File: config.mk
export PLATFORM = sky130hd
export DESIGN_NAME = instr_fetch
export DESIGN_NICKNAME = d
export VERILOG_FILES = /design/src/rtl/instr_fetch.sv
export SDC_FILE = /design/constraint.sdc
export NUM_CORES = 1
export LEC_CHECK = 0
export ABC_AREA = 1
export BUFFER_PORTS_ARGS = -buffer_cell sky130_fd_sc_hd__buf_2
export CAP_MARGIN = 20
export CORE_MARGIN = 3
export CORE_UTILIZATION = 53
export CTS_BUF_LIST = sky130_fd_sc_hd__clkbuf_4
export DETAILED_ROUTE_END_ITERATION = 8
export HOLD_SLACK_MARGIN = 0.05
export PLACE_DENSITY = 0.8
export SLEW_MARGIN = 20
export SYNTH_ARGS = -nofsm -noshare
export SYNTH_HDL_FRONTEND = slang
export SYNTH_SLANG_ARGS = --single-unit
File: constraint.sdc
create_clock -name clk -period 2.33 [get_ports clk]
set_input_delay 0.466 -clock clk [delete_from_list [all_inputs] [get_ports clk]]
set_output_delay 0.466 -clock clk [all_outputs]
set_load 0.02 [all_outputs]
File: src/rtl/instr_fetch.sv
// Instruction fetch front end: owns the PC, drives the ROM address, and presents
// {pc, instr} to decode through the IF/ID register with redirect, fault and halt control.
module instr_fetch #(
  parameter int               WIDTH     = 32,
  parameter logic [WIDTH-1:0] RESET_VEC = '0
) (
  input  logic             clk,
  input  logic             rst_n,
  output logic [WIDTH-1:0] instr_addr,
  input  logic [31:0]      instr_in,
  input  logic             redirect_valid,
  input  logic [WIDTH-1:0] redirect_pc,
  input  logic             halt_req,
  output logic             out_valid,
  input  logic             out_ready,
  output logic [WIDTH-1:0] out_pc,
  output logic [31:0]      out_instr,
  output logic             fetch_fault,
  output logic [WIDTH-1:0] fault_pc,
  output logic             halted,
  output logic [31:0]      fetch_count,
  output logic [1:0]       dbg_state
);

  typedef enum logic [1:0] {
    S_BUBBLE = 2'd0,
    S_RUN    = 2'd1,
    S_HALTED = 2'd2,
    S_FAULT  = 2'd3
  } state_e;

  localparam logic [31:0] NOP = 32'h0000_0013;

  state_e           state_q, state_d;
  logic [WIDTH-1:0] pc_q, pc_d;
  logic             out_valid_q, out_valid_d;
  logic [WIDTH-1:0] out_pc_q, out_pc_d;
  logic [31:0]      out_instr_q, out_instr_d;
  logic [WIDTH-1:0] fault_pc_q, fault_pc_d;
  logic [31:0]      fetch_count_q, fetch_count_d;

  // Handshake: a word moves to decode on any edge where out_valid && out_ready.
  // Decode may hold out_ready low indefinitely; the IF/ID register then holds steady.
  logic fire;
  logic stall;

  assign fire  = out_valid_q & out_ready;
  assign stall = out_valid_q & ~out_ready;

  always_ff @(posedge clk) begin
    if (!rst_n) begin
      state_q       <= S_BUBBLE;
      pc_q          <= RESET_VEC;
      out_valid_q   <= 1'b0;
      out_pc_q      <= '0;
      out_instr_q   <= NOP;
      fault_pc_q    <= '0;
      fetch_count_q <= '0;
    end else begin
      state_q       <= state_d;
      pc_q          <= pc_d;
      out_valid_q   <= out_valid_d;
      out_pc_q      <= out_pc_d;
      out_instr_q   <= out_instr_d;
      fault_pc_q    <= fault_pc_d;
      fetch_count_q <= fetch_count_d;
    end
  end

  always_comb begin
    state_d       = state_q;
    pc_d          = pc_q;
    out_valid_d   = out_valid_q & ~out_ready;  // a consumed word drops unless refilled
    out_pc_d      = out_pc_q;
    out_instr_d   = out_instr_q;
    fault_pc_d    = fault_pc_q;
    fetch_count_d = fetch_count_q + 32'(fire);

    if (redirect_valid && (redirect_pc[1:0] != 2'b00)) begin
      state_d     = S_FAULT;
      fault_pc_d  = redirect_pc;
      out_valid_d = 1'b0;
    end else if (redirect_valid) begin
      // The word the ROM is returning belongs to the old stream, so re-enter BUBBLE.
      state_d     = S_BUBBLE;
      pc_d        = redirect_pc;
      out_valid_d = 1'b0;
    end else if (!stall) begin
      case (state_q)
        S_RUN: begin
          if (halt_req) begin
            state_d = S_HALTED;
          end else begin
            out_valid_d = 1'b1;
            out_pc_d    = pc_q;
            out_instr_d = instr_in;
            pc_d        = pc_q + WIDTH'(4);
          end
        end
        S_HALTED: begin
          if (!halt_req) state_d = S_BUBBLE;
        end
        S_BUBBLE: state_d = S_RUN;
        default: ;
      endcase
    end
  end

  assign instr_addr  = pc_q;
  assign out_valid   = out_valid_q;
  assign out_pc      = out_pc_q;
  assign out_instr   = out_instr_q;
  assign fetch_fault = (state_q == S_FAULT);
  assign fault_pc    = fault_pc_q;
  assign halted      = (state_q == S_HALTED);
  assign fetch_count = fetch_count_q;
  assign dbg_state   = state_q;

endmodule

==> Yosys cells after proc, flatten, opt, wreduce, memory -nomap -nowiden <==
Cells that the tools add are included.
{ "word_totals": {"mem_bits_rw": 0, "n_memories": 0, "wordCells": 47, "regBits": 163, "romBits": 0, "in_bits": 69, "latchBits": 0} }
{ "classes": {"n_reduce_logical": 9, "n_addsub": 2, "n_div": 0, "magnitude_cmp": 0, "shifts": 0, "n_bitwise": 8, "muxes": 13, "eq_ne": 8, "n_mul": 0} }
{ "op_table": {"columns": ["operator", "n"], "rows": [
  ["2-to-1 mux 32 bit", 4],
  ["adder 32 x 1 -> 32 bit", 1],
  ["adder 32 x 3 -> 32 bit (second input constant)", 1],
  ["2-to-1 mux 2 bit", 5],
  ["AND reduction 4 bit", 2],
  ["inverter 1 bit", 6],
  ["one-hot mux 2 bit (3 select lines)", 1],
  ["AND reduction 5 bit", 1],
  ["nonzero test 5 bit", 1],
  ["== test 2 bit (second input constant)", 2],
  ["inequality test 2 bit (second input constant)", 2],
  ["inequality test 4 x 3 -> 1 bit (second input constant)", 1],
  ["inequality test 4 bit (second input constant)", 1],
  ["nonzero test 2 bit", 2],
  ["2-to-1 mux 1 bit", 3],
  ["inequality test 3 x 2 -> 1 bit (second input constant)", 1],
  ["OR reduction 3 bit", 1],
  ["bitwise AND 1 bit", 2],
  ["== test 2 x 1 -> 1 bit (second input constant)", 1],
  ["logical NOT 2 bit", 1],
  ["logical AND 1 bit", 1]
]} }

==> Longest topological paths before layout <==
Gate-level depths: netlist of the first run.
{ "logic_depth": {"depth_word": 5, "ltp_mapped": 13, "mapped_depth_nobuf": 13} }

==> Least setup slack after synthesis of the first run <==
OpenSTA, ideal clock, no wires.
{ "synth_timing": {"path_kind": "register to register", "from": "register out_valid_q, in the netlist out_valid", "to": "register fetch_count_q[14], in the netlist fetch_count[14]", "setup_ps": 115, "t_required_ps": 2215, "path_stages_with_launch": 13, "t_arrival_ps": 1755, "synth_period_minus_slack_ps": 1870, "setup_slack_ps": 460, "path_cell_list": "dfxtp_1 > nand2_1 > inv_1 > ha_1 > ha_1 > nand2_1 > nor2_2 > nand2_1 > inv_2 > nand3b_4 > nor2_2 > a21oi_1 > o21a_1"} }
{ "synth_via": {"elab_chain_cells": 2} }
{ "synth_rtl": {"columns": ["item", "line", "text"], "rows": [
  ["start: declaration", "36", "logic out_valid_q, out_valid_d;"],
  ["start signal: assignment", "62", "out_valid_q <= out_valid_d;"],
  ["bitwise AND 1 bit", "47", "assign fire = out_valid_q & out_ready;"],
  ["adder 32 x 1 -> 32 bit", "77", "fetch_count_d = fetch_count_q + 32'(fire);"],
  ["end signal: assignment", "66", "fetch_count_q <= fetch_count_d;"],
  ["end: declaration", "40", "logic [31:0] fetch_count_q, fetch_count_d;"]
]} }
No other way between the ends.
A chain may end at the register's enable or synchronous reset.

==> Worst setup path in the final report of the first run <==
Ends and elaborated chain as after synthesis.

==> results of run 1 <==
Yosys cell counts (2+ instances only):
cell / instances
nand2_1: 223
nand3_1: 44
nor3_1: 9
nor2_1: 221
a21oi_2: 11
nor2_4: 2
o22ai_1: 4
buf_1: 2
nand2_2: 3
nand3b_1: 3
inv_2: 4
a211oi_1: 7
o21ai_0: 117
o21ai_2: 3
dfxtp_1: 163
inv_1: 72
nand4_1: 7
or2_0: 4
clkbuf_1: 30
buf_4: 5
ha_1: 4
xnor2_1: 3
o21a_1: 3
buf_2: 6
xor2_1: 4
nor2_2: 21
buf_6: 6
a21oi_1: 78
power by group through the flow:
stage          Sequential, mW  Combinational, mW  Clock, mW
2_1_floorplan            3.24              0.405          0
3_3_place_gp             3.09              0.868          0
3_5_place_dp             3.09              0.878          0
4_1_cts                  3.03              0.882       1.60
5_1_grt                  3.05              0.966       1.71
6_report                 3.03              0.877       1.58
cell usage in the layout, fill, tap and decap left out, types with 17 or more instances in the layout:
master	Yosys	routed
nor2_2	21	21
nor2_1	221	221
a21oi_1	78	78
buf_2	6	233
o21ai_0	117	117
dfxtp_1	163	163
clkbuf_4	0	17
nand3_1	44	44
inv_1	72	72
nand2_1	223	223
critical path: cells and delay by family, from the launching register on:
family                     cells  cell delay (ps)
AOI/OAI and AO/OA              2              220
and+or+nand+nor                6              760
buffers and inverters          2              180
DFF                            1              380
adders and majority gates      2              370
cells by family (layout without fill, tap and decap cells):
kind of cell | Yosys count | in the layout | share of synthesized area
XOR/XNOR | 7 | 7 | 0.00824
adder cells (fa/ha/maj) | 4 | 4 | 0.00673
AO/OA/AOI/OAI | 228 | 228 | 0.166
buffers and inverters | 126 | 355 | 0.0735
flip-flops | 163 | 163 | 0.439
AND/OR/NAND/NOR | 544 | 544 | 0.307
how the worst min path moves through the flow:
stage	endpoint	slack, ps	depth (start not counted)
floorplan	instr_addr[0]$_SDFFE_PN0P_	520	2
global placement	instr_addr[1]$_SDFFE_PN0P_	430	2
detailed placement	instr_addr[1]$_SDFFE_PN0P_	430	2
CTS	out_instr[1]$_SDFFE_PN1P_	60	3
global route	out_instr[0]$_SDFFE_PN1P_	60	3
finish	out_instr[1]$_SDFFE_PN1P_	100	3
per-stage QoR:
step,cells,power [mW],utilization
6_report,1477,5.49,0.664
4_1_cts,1477,5.51,0.664
5_1_grt,1477,5.73,0.664
2_1_floorplan,1072,3.64,-
3_5_place_dp,1445,3.97,0.645
3_3_place_gp,1445,3.95,0.645
layer usage:
layer | vias up | part of all wire | global-route usage
met5 | - | 0 | 0
met4 | 0 | 0.031 | 0.103
met3 | 55 | 0.070 | 0.0755
met2 | 286 | 0.48 | 0.473
met1 | 3464 | 0.42 | 0.341
li1 | 3885 | - | -
registers in the layout, indices dropped and copies added, names as in the netlist:
register / count
out_valid: 1
fault_pc: 32
fetch_count: 32
out_instr: 32
out_pc: 32
dbg_state: 2
instr_addr: 32
final cells by class:
class,count,area share
Clock buffer,17,0.0142
Clock inverter,15,0.0145
Inverter,77,0.0325
Multi-Input combinational cell,783,0.405
Sequential cell,163,0.364
Tap cell,176,0.0246
Timing Repair Buffer,246,0.145
==> impl_metrics.csv, run 1 <==
group,metric,value,unit
critical_path,r2r_cells,12,
critical_path,startpoint,"out_valid$_SDFF_PP0_",
synth,ys_async_sr_fraction,0,
final_layout,design_area,8960,sq um
cts,post_cts_buffers,0,
outcome,status,"completed",
critical_path,critical_path_class,"register to register",
sta,relSlewSlack,0.546,
hold_path,hold_start,"instr_in[1]",
synth,netlist.area_leader.share,0.439,
detailed_routing,drc,0,
power_and_ir_drop,p_clk_frac,0.288,
critical_path,path_max_fanout,6,
final_layout,multiInputGateArea,3630,sq um
sta,fmax,500,MHz
critical_path,end_kind,"register",
final_layout,syn_to_final_growth,20.5,%
sta,rsz0062_at_grt,"false",
detailed_routing,drtPass1Iterations,5,
critical_path,cp.arrival,2490,ps
synth,ys_types,41,
flow_run,drv_cap,0,
floorplanning,die_w,124,um
synth,yosysSeqAreaShare,0.439,
synth,syn_inst,1072,
sta,finalSetupTns,0,ps
grt,grt_usage,0.280,
floorplanning,core.rowCount,42,
placement,placed_area,8710,sq um
critical_path,r2r-start,"out_valid$_SDFF_PP0_",
sta,setup_viol,0,
final_layout,n_antenna_cell,0,
sta,setup_ws,330,ps
cts,post_cts_resized,0,
critical_path,worstPathRequired,2820,ps
cts,clkSinkCount,163,
detailed_routing,wl_per_cell,15.1,um
floorplanning,initial_core_util,0.551,
final_layout,fillCellCount,1256,
synth,synthFlopType,"dfxtp_1",
sta,maxSlewViolCount,0,
sta,post-route-min-period,2000,ps
final_layout,seqCellArea,3260,sq um
detailed_routing,initialDrtViolationCount,771,
grt,grt_antenna_before_repair,0,
placement,hpwl,16.7,mm
power_and_ir_drop,p_sw,1.74,mW
critical_path,critPathLaunchType,"register",
detailed_routing,finalWirelength,22.4,mm
synth,synth-edff-count,0,
grt,grt_pass1_vias,6940,
grt,grt_max_degree,114,
final_layout,drive_gt1_frac,0.250,
cts,h-tree-depth,4,
synth,synth_seq_cells,163,
synth,synth_largest_area_cell,"dfxtp_1",
synth,synth.top_cells.by_area,"dfxtp_1 44%, nand2_1 11%, nor2_1 11%",
cts,clk_path_buf_depth,2,
cts,hold_buffers,0,
detailed_routing,drt-vias-per-instance,5.21,
sta,worst_pin_slew,680,ps
sta,hold_viol_final,0,
cts,root_buffer,"clkbuf_4",
critical_path,critPathMaxStageDelay,380,ps
floorplanning,ios,234,
power_and_ir_drop,ir_drop,0.465,mV
sta,holdWs,100,ps
detailed_routing,drtAntennaViolNets,0,
hold_path,hold_class,"primary input to register",
grt,grt-ovfl-total,0,
detailed_routing,vias,7690,
critical_path,worstSetupEndpoint,"fetch_count[14]$_SDFF_PN0_",
power_and_ir_drop,pwr-share-comb,0.160,
sta,period_share,0.858,
critical_path,ff2ff_setup_slack,330,ps
critical_path,crit_chain,"nand2_1, inv_1, ha_1, ha_1, nand2_1, nor2_2, nand2_1, inv_2, nand3b_4, nor2_2, a21oi_1, o21a_1",
synth,synth_area,7440,sq um
power_and_ir_drop,power_frac_seq,0.553,
critical_path,cpMostUsedCell,"nand2_1",
grt,grt_pass1_wl,35.7,mm
floorplanning,die_area,15500,sq um
cts,cts_tree,"done",
power_and_ir_drop,power.share.switching,0.317,
synth,synth_nets,1145,
placement,place_ws,155,ps
power_and_ir_drop,power_density,612,nW/um^2
critical_path,crit_slowest_cell,"dfxtp_1",
placement,numPortBuffers,233,
cts,numCtsBuffers,17,
power_and_ir_drop,p_leak,3.96,nW
floorplanning,die_height,124,um
placement,gp_congestion,0.919,
critical_path,reg2reg_to,"fetch_count[14]$_SDFF_PN0_",
floorplanning,coreArea,13500,sq um
synth,yosysWarningCount,0,
cts,cts.clk_slew.worst_paths,150,ps
sta,finalClockSkew,31.2,ps
power_and_ir_drop,power.internal,3.75,mW
cts,clk_latency,570,ps
synth,avgSynthCellArea,6.94,sq um
final_layout,nNetsFinal,1361,
(Power assumes the default switching activity.)
==> inputs of run 2 (changes only) <==
--- a/config.mk
+++ b/config.mk
@@ -9,11 +9,11 @@
 export BUFFER_PORTS_ARGS = -buffer_cell sky130_fd_sc_hd__buf_2
 export CAP_MARGIN = 20
 export CORE_MARGIN = 3
-export CORE_UTILIZATION = 53
+export CORE_UTILIZATION = 48
 export CTS_BUF_LIST = sky130_fd_sc_hd__clkbuf_4
 export DETAILED_ROUTE_END_ITERATION = 8
 export HOLD_SLACK_MARGIN = 0.05
-export PLACE_DENSITY = 0.8
+export PLACE_DENSITY_LB_ADDON = 0.3
 export SLEW_MARGIN = 20
 export SYNTH_ARGS = -nofsm -noshare
 export SYNTH_HDL_FRONTEND = slang
==> constraint.sdc (replaced) <==
create_clock -name clk -period 1.6 [get_ports clk]
set_input_delay 0.32 -clock clk [delete_from_list [all_inputs] [get_ports clk]]
set_output_delay 0.32 -clock clk [all_outputs]
set_load 0.02 [all_outputs]
==> impl_metrics.csv, run 2 (synthesis gave the netlist of run 1 again) <==
group,metric,value,unit
sta,worst_pin_slew,444,ps
sta,period_share,1.03,
power_and_ir_drop,pwr-share-comb,0.197,
cts,h-tree-depth,4,
placement,hpwl,17.0,mm
floorplanning,coreArea,14900,sq um
floorplanning,core.rowCount,44,
critical_path,crit_buf_inv,2,
placement,gp_congestion,0.976,
critical_path,crit_slowest_cell,"dfxtp_4",
critical_path,path_delay_family,"simple AND/OR/NAND/NOR gates",
hold_path,hold_class,"primary input to register",
power_and_ir_drop,p_sw,2.55,mW
final_layout,drive_gt1_frac,0.324,
sta,fmax,605,MHz
grt,grt_antenna_before_repair,0,
grt,top_usage_layer,"met2",
sta,post-route-min-period,1650,ps
placement,numPortBuffers,233,
final_layout,syn_to_final_growth,39.3,%
critical_path,crit_chain,"nand2_2, inv_2, ha_4, ha_4, nand2_4, nor2_4, nand2_2, inv_2, nand3b_4, nor2_4, nand3_2, nand2_1, nor2_1",
outcome,status,"finished, violations left",
power_and_ir_drop,p_leak,4.58,nW
detailed_routing,finalWirelength,24.8,mm
sta,relSlewSlack,0.702,
cts,cts.clk_slew.worst_paths,130,ps
outcome,violations,"setup timing",
final_layout,n_antenna_cell,0,
sta,finalClockSkew,26.5,ps
detailed_routing,drt-vias-per-instance,5.20,
grt,grt_pass1_vias,7764,
floorplanning,ios,234,
floorplanning,die_w,131,um
power_and_ir_drop,power_frac_seq,0.546,
critical_path,end_kind,"register",
floorplanning,die_area,17000,sq um
critical_path,path_max_fanout,6,
cts,clk_path_buf_depth,2,
critical_path,critPathMaxStageDelay,370,ps
power_and_ir_drop,p_clk_frac,0.257,
detailed_routing,initialDrtViolationCount,724,
cts,clkSinkCount,163,
critical_path,cp.arrival,2100,ps
grt,grtUsageMet3,0.0626,
final_layout,final_util,0.697,
detailed_routing,vias,8348,
power_and_ir_drop,power.share.switching,0.316,
final_layout,final_common_cell,"buf_2",
power_and_ir_drop,power_density,779,nW/um^2
grt,grt_max_degree,55,
cts,numCtsBuffers,17,
power_and_ir_drop,power.internal,5.52,mW
final_layout,nNetsFinal,1481,
critical_path,worstPathRequired,2050,ps
cts,root_buffer,"clkbuf_4",
sta,hold_viol_final,0,
cts,clk_latency,560,ps
power_and_ir_drop,ir_drop,0.543,mV
sta,holdWs,102,ps
grt,grt_usage,0.278,
detailed_routing,drtPass1Iterations,5,
sta,setup_ws,-52.5,ps
grt,use_met1,0.330,
cts,cts_tree,"done",
grt,grtUsageMet2,0.489,
sta,setup_viol,6,
critical_path,critPathLaunchType,"register",
detailed_routing,drtAntennaViolNets,0,
critical_path,critical_path_class,"register to register",
detailed_routing,drc,0,
final_layout,final_cell_mix,"221 x buf_2, 212 x nand2_1, 208 x nor2_1",
floorplanning,initial_core_util,0.501,
grt,grt-ovfl-total,0,
grt,grt_pass1_wl,37.7,mm
sta,maxSlewViolCount,0,
floorplanning,die_height,131,um
flow_run,drv_cap,0,
detailed_routing,wl_per_cell,15.4,um
sta,rsz0062_at_grt,"true",
## run 2: cell type report
| type | count | area, sq um |
|---|---|---|
| repair buffers | 366 | 2480 |
| clock inverters | 14 | 90.1 |
| flip-flops and latches | 163 | 3320 |
| inverters | 77 | 294 |
| well taps | 184 | 230 |
| multi-input cells | 783 | 3810 |
| fillers | 1217 | 4500 |
| clock buffers | 18 | 135 |
## run 2: power groups by stage
stage | Sequential, mW | Combinational [mW] | Clock, mW
3_5_place_dp | 4.48 | 1.41 | 0
2_1_floorplan | 4.71 | 0.590 | 0
6_report | 4.40 | 1.59 | 2.08
3_3_place_gp | 4.47 | 1.39 | 0
4_1_cts | 4.39 | 1.55 | 2.12
5_1_grt | 4.43 | 1.73 | 2.30
## run 2: repair_timing
item,CTS,global route
hold endpoints to repair,63,2
hold buffers,62,2
resized for setup,30,84
pin swaps,2,11
buffers inserted,4,3
endpoints found under the setup margin,27,73
## run 2: metrics by stage
step | instance area (sq um) | setup TNS (ps) | setup slack, ps | power (mW) | instances
2_1_floorplan | 7470 | -645 | -124 | 5.30 | 1072
3_3_place_gp | 9200 | -1610 | -215 | 5.86 | 1504
3_5_place_dp | 9200 | -2190 | -255 | 5.88 | 1504
4_1_cts | 10100 | -84.4 | -30.1 | 8.06 | 1601
5_1_grt | 10400 | -1270 | -148 | 8.45 | 1605
6_report | 10400 | -151 | -52.5 | 8.07 | 1605
## run 2: layer usage
layer / part of all wire / vias up
met5: 0 / -
met4: 0.030 / 0
met3: 0.067 / 58
met2: 0.50 / 317
met1: 0.41 / 3835
li1: - / 4138
## run 2: path summary, 6_finish.rpt
path | startpoint | end | slack, ps | cells past startpoint
max | out_valid$_SDFF_PP0_ | fetch_count[20]$_SDFF_PN0_ | -50 | 13
min | rst_n | out_pc[2]$_SDFFE_PN0P_ | 100 | 3
max reg2reg | out_valid$_SDFF_PP0_ | fetch_count[20]$_SDFF_PN0_ | -50 | 13
min reg2reg | instr_addr[0]$_SDFFE_PN0P_ | instr_addr[0]$_SDFFE_PN0P_ | 450 | 2
## run 2: worst reg2reg max path: stages, from the launching register on
cell and delay, ps:
dfxtp_4 370, nand2_2 50, inv_2 70, ha_4 140, ha_4 140, nand2_4 50
nor2_4 90, nand2_2 70, inv_2 80, nand3b_4 120, nor2_4 190, nand3_2 80
nand2_1 60, nor2_1 40
